[config.mk]
export PLATFORM = sky130hd
export DESIGN_NAME = accumulator_core_flat
export DESIGN_NICKNAME = d
export VERILOG_FILES = /design/src/rtl/accumulator_core_pkg.sv /design/src/rtl/accumulator_core_if.sv /design/src/rtl/accumulator_core_alu.sv /design/src/rtl/accumulator_core.sv /design/src/flat_wrapper.sv
export SDC_FILE = /design/constraint.sdc
export NUM_CORES = 1
export LEC_CHECK = 0
export ABC_AREA = 1
export CORE_AREA = 2 2 92 94
export CTS_CLUSTER_SIZE = 12
export DETAILED_ROUTE_END_ITERATION = 6
export DIE_AREA = 0 0 94 96
export GPL_TIMING_DRIVEN = 0
export HOLD_SLACK_MARGIN = 0.03
export PLACE_DENSITY = 0.76
export SYNTH_ARGS = -nofsm -noshare
export SYNTH_HDL_FRONTEND = slang
export SYNTH_SLANG_ARGS = --single-unit
[constraint.sdc]
create_clock -name CLK -period 2 [get_ports CLK]
set_input_delay 0.4 -clock CLK [delete_from_list [all_inputs] [get_ports CLK]]
set_output_delay 0.4 -clock CLK [all_outputs]
set_load 0.005 [all_outputs]
[src/rtl/accumulator_core_pkg.sv]
// Shared definitions for the accumulator core: opcodes, FSM states, default widths.
package accumulator_core_pkg;

  localparam int DEF_DATA_WIDTH = 8;
  localparam int DEF_OP_WIDTH   = 4;
  localparam int DEF_PC_WIDTH   = 4;
  localparam int DEF_NUM_REGS   = 4;

  typedef enum logic [3:0] {
    OPC_NOP  = 4'h0,
    OPC_LDI  = 4'h1,
    OPC_LD   = 4'h2,
    OPC_ST   = 4'h3,
    OPC_ADDI = 4'h4,
    OPC_ADD  = 4'h5,
    OPC_SUB  = 4'h6,
    OPC_AND  = 4'h7,
    OPC_OR   = 4'h8,
    OPC_XOR  = 4'h9,
    OPC_JMP  = 4'hA,
    OPC_JZ   = 4'hB,
    OPC_JC   = 4'hC,
    OPC_OUT  = 4'hD,
    OPC_SRST = 4'hE,
    OPC_HALT = 4'hF
  } opcode_t;

  typedef enum logic [1:0] {
    ST_RUN      = 2'd0,
    ST_WAIT_OUT = 2'd1,
    ST_HALT     = 2'd2
  } state_t;

endpackage

[src/rtl/accumulator_core_if.sv]
// Program-ROM fetch path plus the ready/valid output port of the core.
interface accumulator_core_if #(
  parameter int DATA_WIDTH = 8,
  parameter int OP_WIDTH   = 4,
  parameter int PC_WIDTH   = 4
);
  localparam int ROM_WIDTH = OP_WIDTH + DATA_WIDTH;

  logic [PC_WIDTH-1:0]   PC;
  logic [ROM_WIDTH-1:0]  INSTR;
  logic [DATA_WIDTH-1:0] OUT_DATA;
  logic                  OUT_VALID;
  logic                  OUT_READY;

  // core side
  modport master (
    output PC, OUT_DATA, OUT_VALID,
    input  INSTR, OUT_READY
  );

  // ROM + consumer side
  modport slave (
    input  PC, OUT_DATA, OUT_VALID,
    output INSTR, OUT_READY
  );
endinterface

[src/rtl/accumulator_core_alu.sv]
// Combinational ALU: add/sub with carry-borrow, bitwise ops, operand pass-through.
module core_alu
  import accumulator_core_pkg::*;
#(
  parameter int DATA_WIDTH = DEF_DATA_WIDTH
) (
  input  logic [DATA_WIDTH-1:0] a,
  input  logic [DATA_WIDTH-1:0] b,
  input  opcode_t               op,
  output logic [DATA_WIDTH-1:0] result,
  output logic                  carry,
  output logic                  zero
);

  // Function select; anything not arithmetic/logic passes b (load paths) or a.
  always_comb begin
    result = a;
    carry  = 1'b0;
    unique case (op)
      OPC_ADD, OPC_ADDI: {carry, result} = {1'b0, a} + {1'b0, b};
      OPC_SUB:           {carry, result} = {1'b0, a} - {1'b0, b};
      OPC_AND:           result = a & b;
      OPC_OR:            result = a | b;
      OPC_XOR:           result = a ^ b;
      OPC_LDI, OPC_LD:   result = b;
      default:           result = a;
    endcase
  end

  assign zero = (result == '0);

endmodule

[src/rtl/accumulator_core.sv]
// Single-cycle accumulator CPU: PC, decode, ACC, register file, Z/C flags,
// branches, ready/valid OUT port and HALT state.
module accumulator_core
  import accumulator_core_pkg::*;
#(
  parameter int DATA_WIDTH = DEF_DATA_WIDTH,
  parameter int OP_WIDTH   = DEF_OP_WIDTH,
  parameter int PC_WIDTH   = DEF_PC_WIDTH,
  parameter int NUM_REGS   = DEF_NUM_REGS
) (
  input  logic                  CLK,
  input  logic                  RST_N,
  accumulator_core_if.master    bus,
  output logic                  HALTED,
  output logic [DATA_WIDTH-1:0] ACC_OUT,
  output logic                  FLAG_Z,
  output logic                  FLAG_C
);

  localparam int ROM_WIDTH = OP_WIDTH + DATA_WIDTH;
  localparam int RSEL_W    = $clog2(NUM_REGS);

  state_t                               state;
  logic [PC_WIDTH-1:0]                  pc_q;
  logic [DATA_WIDTH-1:0]                acc_q;
  logic [NUM_REGS-1:0][DATA_WIDTH-1:0]  regs;
  logic                                 z_q, c_q;
  logic [DATA_WIDTH-1:0]                out_data_q;
  logic                                 out_valid_q;
  logic                                 halted_q;

  logic [OP_WIDTH-1:0]   op_raw;
  logic [DATA_WIDTH-1:0] imm;
  logic [RSEL_W-1:0]     rsel;
  logic [PC_WIDTH-1:0]   tgt;
  logic [PC_WIDTH-1:0]   pc_inc;
  opcode_t               opc;
  logic [DATA_WIDTH-1:0] alu_b, alu_res;
  logic                  alu_c, alu_z;

  assign op_raw = bus.INSTR[ROM_WIDTH-1:DATA_WIDTH];
  assign imm    = bus.INSTR[DATA_WIDTH-1:0];
  assign rsel   = imm[RSEL_W-1:0];
  assign tgt    = imm[PC_WIDTH-1:0];
  assign pc_inc = pc_q + 1'b1;

  // Opcodes with any bit set above the low nibble decode as NOP.
  always_comb begin
    opc = opcode_t'(op_raw[3:0]);
    if ((op_raw >> 4) != '0) opc = OPC_NOP;
  end

  // Immediate forms feed imm, register forms feed R[rsel].
  always_comb begin
    alu_b = regs[rsel];
    if (opc == OPC_LDI || opc == OPC_ADDI) alu_b = imm;
  end

  core_alu #(.DATA_WIDTH(DATA_WIDTH)) u_alu (
    .a      (acc_q),
    .b      (alu_b),
    .op     (opc),
    .result (alu_res),
    .carry  (alu_c),
    .zero   (alu_z)
  );

  // Execute FSM: architectural state only changes in RUN; WAIT_OUT and HALT freeze it.
  always_ff @(posedge CLK or negedge RST_N) begin
    if (!RST_N) begin
      state       <= ST_RUN;
      pc_q        <= '0;
      acc_q       <= '0;
      regs        <= '0;
      z_q         <= 1'b0;
      c_q         <= 1'b0;
      out_data_q  <= '0;
      out_valid_q <= 1'b0;
      halted_q    <= 1'b0;
    end else begin
      unique case (state)
        ST_RUN: begin
          pc_q <= pc_inc;
          unique case (opc)
            OPC_LDI, OPC_LD: acc_q <= alu_res;
            OPC_ST:          regs[rsel] <= acc_q;
            OPC_ADDI, OPC_ADD, OPC_SUB: begin
              acc_q <= alu_res;
              z_q   <= alu_z;
              c_q   <= alu_c;
            end
            OPC_AND, OPC_OR, OPC_XOR: begin
              acc_q <= alu_res;
              z_q   <= alu_z;
              c_q   <= 1'b0;
            end
            OPC_JMP:  pc_q <= tgt;
            OPC_JZ:   if (z_q) pc_q <= tgt;
            OPC_JC:   if (c_q) pc_q <= tgt;
            OPC_OUT: begin
              // PC stays on the OUT until the consumer takes the data.
              pc_q        <= pc_q;
              out_data_q  <= acc_q;
              out_valid_q <= 1'b1;
              state       <= ST_WAIT_OUT;
            end
            OPC_SRST: pc_q <= '0;
            OPC_HALT: begin
              pc_q     <= pc_q;
              halted_q <= 1'b1;
              state    <= ST_HALT;
            end
            default: ;
          endcase
        end
        ST_WAIT_OUT: begin
          if (bus.OUT_READY) begin
            out_valid_q <= 1'b0;
            pc_q        <= pc_inc;
            state       <= ST_RUN;
          end
        end
        default: ;  // ST_HALT: only reset leaves
      endcase
    end
  end

  assign bus.PC        = pc_q;
  assign bus.OUT_DATA  = out_data_q;
  assign bus.OUT_VALID = out_valid_q;
  assign HALTED        = halted_q;
  assign ACC_OUT       = acc_q;
  assign FLAG_Z        = z_q;
  assign FLAG_C        = c_q;

endmodule

[src/flat_wrapper.sv]
// flat-port wrapper written by rule: the top's interface ports become plain ports
module accumulator_core_flat import accumulator_core_pkg::*;
#(
  parameter int DATA_WIDTH = DEF_DATA_WIDTH,
  parameter int OP_WIDTH   = DEF_OP_WIDTH,
  parameter int PC_WIDTH   = DEF_PC_WIDTH,
  parameter int NUM_REGS   = DEF_NUM_REGS
)
  (CLK, RST_N, HALTED, ACC_OUT, FLAG_Z, FLAG_C, bus_PC, bus_OUT_DATA, bus_OUT_VALID, bus_INSTR, bus_OUT_READY);
  accumulator_core_if #(.DATA_WIDTH(DATA_WIDTH), .OP_WIDTH(OP_WIDTH), .PC_WIDTH(PC_WIDTH)) bus_i ();
  input  logic CLK;
  input  logic RST_N;
  output logic HALTED;
  output logic [DATA_WIDTH-1:0] ACC_OUT;
  output logic FLAG_Z;
  output logic FLAG_C;
  output wire logic [$bits(bus_i.PC)-1:0] bus_PC;
  output wire logic [$bits(bus_i.OUT_DATA)-1:0] bus_OUT_DATA;
  output wire logic [$bits(bus_i.OUT_VALID)-1:0] bus_OUT_VALID;
  input wire logic [$bits(bus_i.INSTR)-1:0] bus_INSTR;
  input wire logic [$bits(bus_i.OUT_READY)-1:0] bus_OUT_READY;
  assign bus_PC = bus_i.PC;
  assign bus_OUT_DATA = bus_i.OUT_DATA;
  assign bus_OUT_VALID = bus_i.OUT_VALID;
  assign bus_i.INSTR = bus_INSTR;
  assign bus_i.OUT_READY = bus_OUT_READY;
  accumulator_core #(.DATA_WIDTH(DATA_WIDTH), .OP_WIDTH(OP_WIDTH), .PC_WIDTH(PC_WIDTH), .NUM_REGS(NUM_REGS)) u_core (.CLK(CLK), .RST_N(RST_N), .bus(bus_i), .HALTED(HALTED), .ACC_OUT(ACC_OUT), .FLAG_Z(FLAG_Z), .FLAG_C(FLAG_C));
endmodule
# Yosys cells after proc, flatten, opt, wreduce, memory -nomap -nowiden
# Cells that the tools add are included.
# Widths: inputs -> output; s select.
[totals]
word_cells = 82
output_inout_bits = 24
inputBits = 15
regBits = 58
[classes]
add_sub_neg = 3
reduce_logical = 22
n_bitwise = 3
magnitude_cmp = 2
n_mux = 20
eq_ne = 20
[op_table]
columns = ["op", "count"]
rows = [
  ["$pmux 8 s6", 1],
  ["$bwmux 32", 1],
  ["$eq 4x4->1 const B", 8],
  ["$mux 8", 3],
  ["$pmux 4 s5", 1],
  ["$bmux 8 s2", 1],
  ["$demux 8 s2", 1],
  ["$eq 4x3->1 const B", 4],
  ["$mux 4", 3],
  ["$reduce_and 2->1", 6],
  ["$add 8x8->9", 1],
  ["$reduce_and 3->1", 3],
  ["$sub 8x8->9", 1],
  ["$and 8x8->8", 1],
  ["$eq 4x2->1 const B", 2],
  ["$logic_not 8->1", 1],
  ["$or 8x8->8", 1],
  ["$pmux 2 s2", 2],
  ["$pmux 4 s2", 1],
  ["$reduce_or 8->1", 1],
  ["$xor 8x8->8", 1],
  ["$ne 2x2->1 const B", 3],
  ["$pmux 1 s2", 3],
  ["$reduce_or 2->1", 3],
  ["14 further kinds", 17],
]

# Longest topological paths before layout
[logic_depth]
word_depth = 6
depth_mapped = 26
depth_no_buf = 25

# Modules after synthesis
# A second synthesis with hierarchy kept.
[hier_totals]
cells_unflattened = 613
area_unflattened_um2 = 4349.2
[modules_own_cells]
columns = ["mod", "cells_each", "n_inst", "seq_area_each_um2", "area_per_inst_um2"]
rows = [
  ["accumulator_core", 337, 1, 1451.4, 2857.7],
  ["core_alu", 276, 1, 0.0, 1491.4],
]

# Worst setup path before layout
# OpenSTA, ideal clock, no wires.
[synth_path]
kind = "in2reg"
start = "input bus_INSTR[9]"
end = "register u_core.z_q (netlist: u_core.FLAG_Z)"
setup_ns = 0.065
stages = 22
t_arrival_ns = 2.534
t_required_ns = 1.935
n_path_buf = 1
path_slack_ns = -0.599
path_cell_list = "buf_6 -> nor2_2 -> inv_2 -> nor2_2 -> nor2_4 -> nand2_1 -> nand2_1 -> inv_1 -> ha_1 -> inv_1 -> fa_1 -> inv_1 -> nand3_1 -> nand2_1 -> nand2_1 -> a21oi_1 -> nor2_1 -> nor2_1 -> nand3_1 -> nor2_1 -> nand3_1 -> nand2_1"
[synth_between]
elab_chain_len = 6
elab_cells_between_ends = 21
cone_classes = "2 x add/sub; 8 x eq/ne; 2 x mux; 3 x bitwise; 6 x reduce/logical"
[synth_rtl]
columns = ["element", "line_no", "rtl"]
rows = [
  ["from (decl)", "flat_wrapper.sv:20", "input wire logic [$bits(bus_i.INSTR)-1:0] bus_INSTR;"],
  ["$eq 4x1->1 / $eq 4x3->1 (equally long branches)", "accumulator_core_alu.sv:19, accumulator_core.sv:56, accumulator_core.sv:84", ""],
  ["$logic_or 1x1->1", "accumulator_core.sv:56", "if (opc == OPC_LDI || opc == OPC_ADDI) alu_b = imm;"],
  ["$mux 8", "accumulator_core.sv:56", ""],
  ["$sub 8x8->9, or another cell as far along", "accumulator_core_alu.sv:21", "OPC_SUB: {carry, result} = {1'b0, a} - {1'b0, b};"],
  ["$pmux 8 s6", "accumulator_core_alu.sv:19", "unique case (op)"],
  ["$logic_not 8->1", "accumulator_core_alu.sv:30", "assign zero = (result == '0);"],
  ["to (signal assigned)", "accumulator_core.sv:89", "z_q <= alu_z;"],
  ["to (signal assigned)", "accumulator_core.sv:94", "z_q <= alu_z;"],
  ["to (decl)", "accumulator_core.sv:27", "logic z_q, c_q;"],
]
# Several ways; a longest one is shown, not always the timed one.
# A chain may end at the register's enable or synchronous reset.

# Final worst setup path
[layout_path]
start = "register u_core.regs[8] in the netlist's numbering"
end = "register u_core.z_q (netlist: u_core.FLAG_Z)"
[layout_between]
elab_chain_len = 6
elab_cells_between_ends = 10
cone_classes = "2 x add/sub; 4 x mux; 3 x bitwise; 1 x reduce/logical"
[layout_rtl]
columns = ["element", "line_no", "rtl"]
rows = [
  ["from (decl)", "accumulator_core.sv:26", "logic [NUM_REGS-1:0][DATA_WIDTH-1:0] regs;"],
  ["from (signal, indexed assignment)", "accumulator_core.sv:86", "OPC_ST: regs[rsel] <= acc_q;"],
  ["$bmux 8 s2 *", "accumulator_core.sv:55", "alu_b = regs[rsel];"],
  ["$mux 8 (implied by the code) *", "accumulator_core.sv:55", ""],
  ["$mux 8 *", "accumulator_core.sv:56", ""],
  ["$sub 8x8->9, or another cell as far along", "accumulator_core_alu.sv:21", ""],
  ["$pmux 8 s6 *", "accumulator_core_alu.sv:19", ""],
  ["$logic_not 8->1 *", "accumulator_core_alu.sv:30", ""],
]
# Mark *: on every way between the ends. The rest lies on a longest branch, timed or not. The select of a mux whose other input is x is not followed.

==> metrics.txt <==
status finished, violations left; failing checks setup timing; GPL Wtd Cong 0.943; Hold Slack 0.387 ns; clock slew at reported path FFs ~0.080 ns; most frequent cells after synthesis 187 x nand2_1, 79 x inv_1, 64 x nor2_1; final instance count without filler cells 790; overall power 3760 uW; number of diodes 0; H-tree levels 3; Area Growth Syn to Fin 36.3%; Worst Skew 0.00965 ns; number of global-route vias before repair between 4,000 and 5,000; Die X-Extent around 94 um; Iteration-0 DRC Markers 332; WL final 12,500 um; fin area around 5700 sq um; Worst Hold Class in2reg; fin crit share 1.31; Gate Count Post-Synth 602; Cell Rows 33; P_leak 0.00274 uW; register bit total from synthesis 58; RSZ-0062 raised after global routing yes; sequential area share after synthesis 0.350; Buffers on Ports 34; DRC errors left 0; CP startpoint kind flip-flop; final slew viol count 0; wire per inst between 15 and 20 um; ratio of cells with drive above 1 in the final layout 0.270; core area 8050 sq um; antenna-violating nets left 0; Worst Path Arrival approximately 2.9 ns; final worst slack -0.620 ns; placed instance area approximately 4700 sq um; GR Util All Layers 0.286; final hold violation count 0; dpl cells between 700 and 800; Post-synth EDFFs 0; Logic pwr share 0.342; CP Class reg2reg; initial core utilization 0.516; CP max FO 2; Pint 2430 uW; count leader, synth nand2_1; Clock power frac 0.328; sw frac 0.353; Psw 1330 uW; via count 4,389; post-synth top area share 0.350; Final nets 723; # IOs 39; Clock Tree Root clkbuf_8; global route overflow 0; CTS Buf Count 9; pwr dens approximately 670 nW/um^2; cell area after synthesis 4150 sq um; clk sinks 58; vias per inst 5.56; number of library cell types mapped by synthesis 36; first-pass GRT wire length between 15,000 and 20,000 um; final-report setup violation count 9; Crit. Startpoint u_core.regs[8]$_DFFE_PN0P_; post-route minimum period 2.62 ns; Max Fclk 0.382 GHz; pin count of the biggest net entering global routing 39; Top FF cell, synth dfrtp_1; post-DP HPWL about 8600 um; CTS tree yes; clk_lat worst skew between 0.3 and 0.4 ns; Syn Nets 645; Reg power frac 0.330; largest area contributor in the netlist dfrtp_1; initial antenna violation count 0; Die ar. 9020 sq um; Max VDD drop around 0.46 mV; Critical Path RT approximately 2.3 ns; CTS max path bufs 2; Worst setup EP type flip-flop; Die Y 96 um; Slew @ Worst Pin 0.560 ns; total iterations of the first detailed-routing run 5; Synth Warn # 0; Max-Cap Viols 0; worst r2r src u_core.regs[8]$_DFFE_PN0P_; Max-slew headroom 0.625; Hold Path Origin bus_INSTR[11]; Post-synth ARST share 1.00; synth top area cells dfrtp_1 35%, nand2_1 17%, ha_1 7.8%; Mean Syn Cell Area 6.90 sq um
worst max-delay path: stages (launching register included):
cell	delay (ns)
dfrtp_1	0.36
nor2_1	0.05
nor2_1	0.14
nand2_1	0.09
nand2_2	0.10
nand2_4	0.07
inv_4	0.07
ha_4	0.13
inv_2	0.05
fa_2	0.36
nand2_1	0.08
nand2_1	0.05
nand2_1	0.06
nand2_1	0.05
nor2_1	0.10
nand2_1	0.07
nand2_2	0.06
nand2_2	0.08
nor2_4	0.13
nand3_2	0.12
nor2_4	0.13
nand3_2	0.11
nand2_1	0.09
what timing repair did:
item                                    4_1_cts  5_1_grt
endpoints found under the setup margin       34       21
hold buffers                                  1        0
gates cloned                                  0        0
pin swaps                                    31       35
endpoints found under the hold margin         9        0
resized for setup                           103       39
buffers inserted                             26        7
metrics by stage:
| step | TNS (ns) | util | setup slack (ns) |
|---|---|---|---|
| final | -3.17 | 0.703 | -0.620 |
| after global routing | -4.18 | 0.703 | -0.790 |
| after CTS | -2.19 | 0.680 | -0.475 |
| after detailed placement | -25.19 | 0.587 | -1.61 |
| after global placement | -97.59 | 0.585 | -1.51 |
| after floorplan | -2.73 | - | -0.479 |
worst paths after layout:
kind	end	slack, ns	cells after the start
max	u_core.FLAG_Z$_DFFE_PN0P_	-0.62	22
min	u_core.HALTED$_DFFE_PN0P_	0.39	3
max reg2reg	u_core.FLAG_Z$_DFFE_PN0P_	-0.62	22
min reg2reg	u_core.HALTED$_DFFE_PN0P_	0.47	2
max in group asynchronous	u_core.regs[28]$_DFFE_PN0P_	0.88	3
min in group asynchronous	u_core.bus.OUT_DATA[0]$_DFFE_PN0P_	0.54	2
cell usage in the layout (no fill, tap or decap), types with 9 or more instances in the layout:
master,synthesis,layout
a21oi_1,18,9
clkbuf_8,0,9
ha_1,26,13
nand2_4,2,13
o21ai_0,56,42
clkdlybuf4s50_1,0,31
nand2_2,2,19
nor2_1,64,53
nand2_1,187,159
nor2_4,4,10
ha_4,0,11
dfrtp_1,58,58
nand3_1,41,33
inv_1,79,62
buf_4,1,24
inv_2,7,18
o21ai_1,1,10
nor2_2,6,11
nand4_1,10,10
buf_6,4,15
power groups by stage:
stage / clock network, uW / logic [uW] / registers (uW)
floorplan: 0 / 633 / 1250
global route: 1300 / 1410 / 1240
finish: 1230 / 1290 / 1240
detailed placement: 0 / 908 / 1260
global placement: 0 / 880 / 1260
CTS: 1230 / 1160 / 1240
layout make-up:
class,instances,area [sq um]
plain buffers,12,101
repair buffers,69,658
well taps,105,131
fillers,633,2390
clock buffers,9,124
flip-flops and latches,58,1450
multi-input cells,443,2750
clock inverters,7,101
inverters,87,347
logic make-up after synthesis:
group,Yosys count,synth area share
xor+xnor,2,0.00422
buf+inv,101,0.102
simple gates,322,0.335
flops,58,0.350
fa+ha+maj,28,0.0880
compound gates,91,0.121
per-layer routing:
metal,track usage,up-vias,share of wire
met5,0,-,0
met4,0.0978,0,0.027
met3,0.0666,38,0.062
met2,0.474,199,0.48
met1,0.369,2076,0.43
li1,-,2076,-
sequential cells by signal, summed over array words and instances (netlist names):
| name | cells |
|---|---|
| u_core.bus.PC | 4 |
| u_core.HALTED | 1 |
| u_core.FLAG_C | 1 |
| u_core.FLAG_Z | 1 |
| u_core.state | 2 |
| u_core.regs | 32 |
| u_core.bus.OUT_VALID | 1 |
| u_core.ACC_OUT | 8 |
| u_core.bus.OUT_DATA | 8 |
Power figures use the tool's default switching activity.
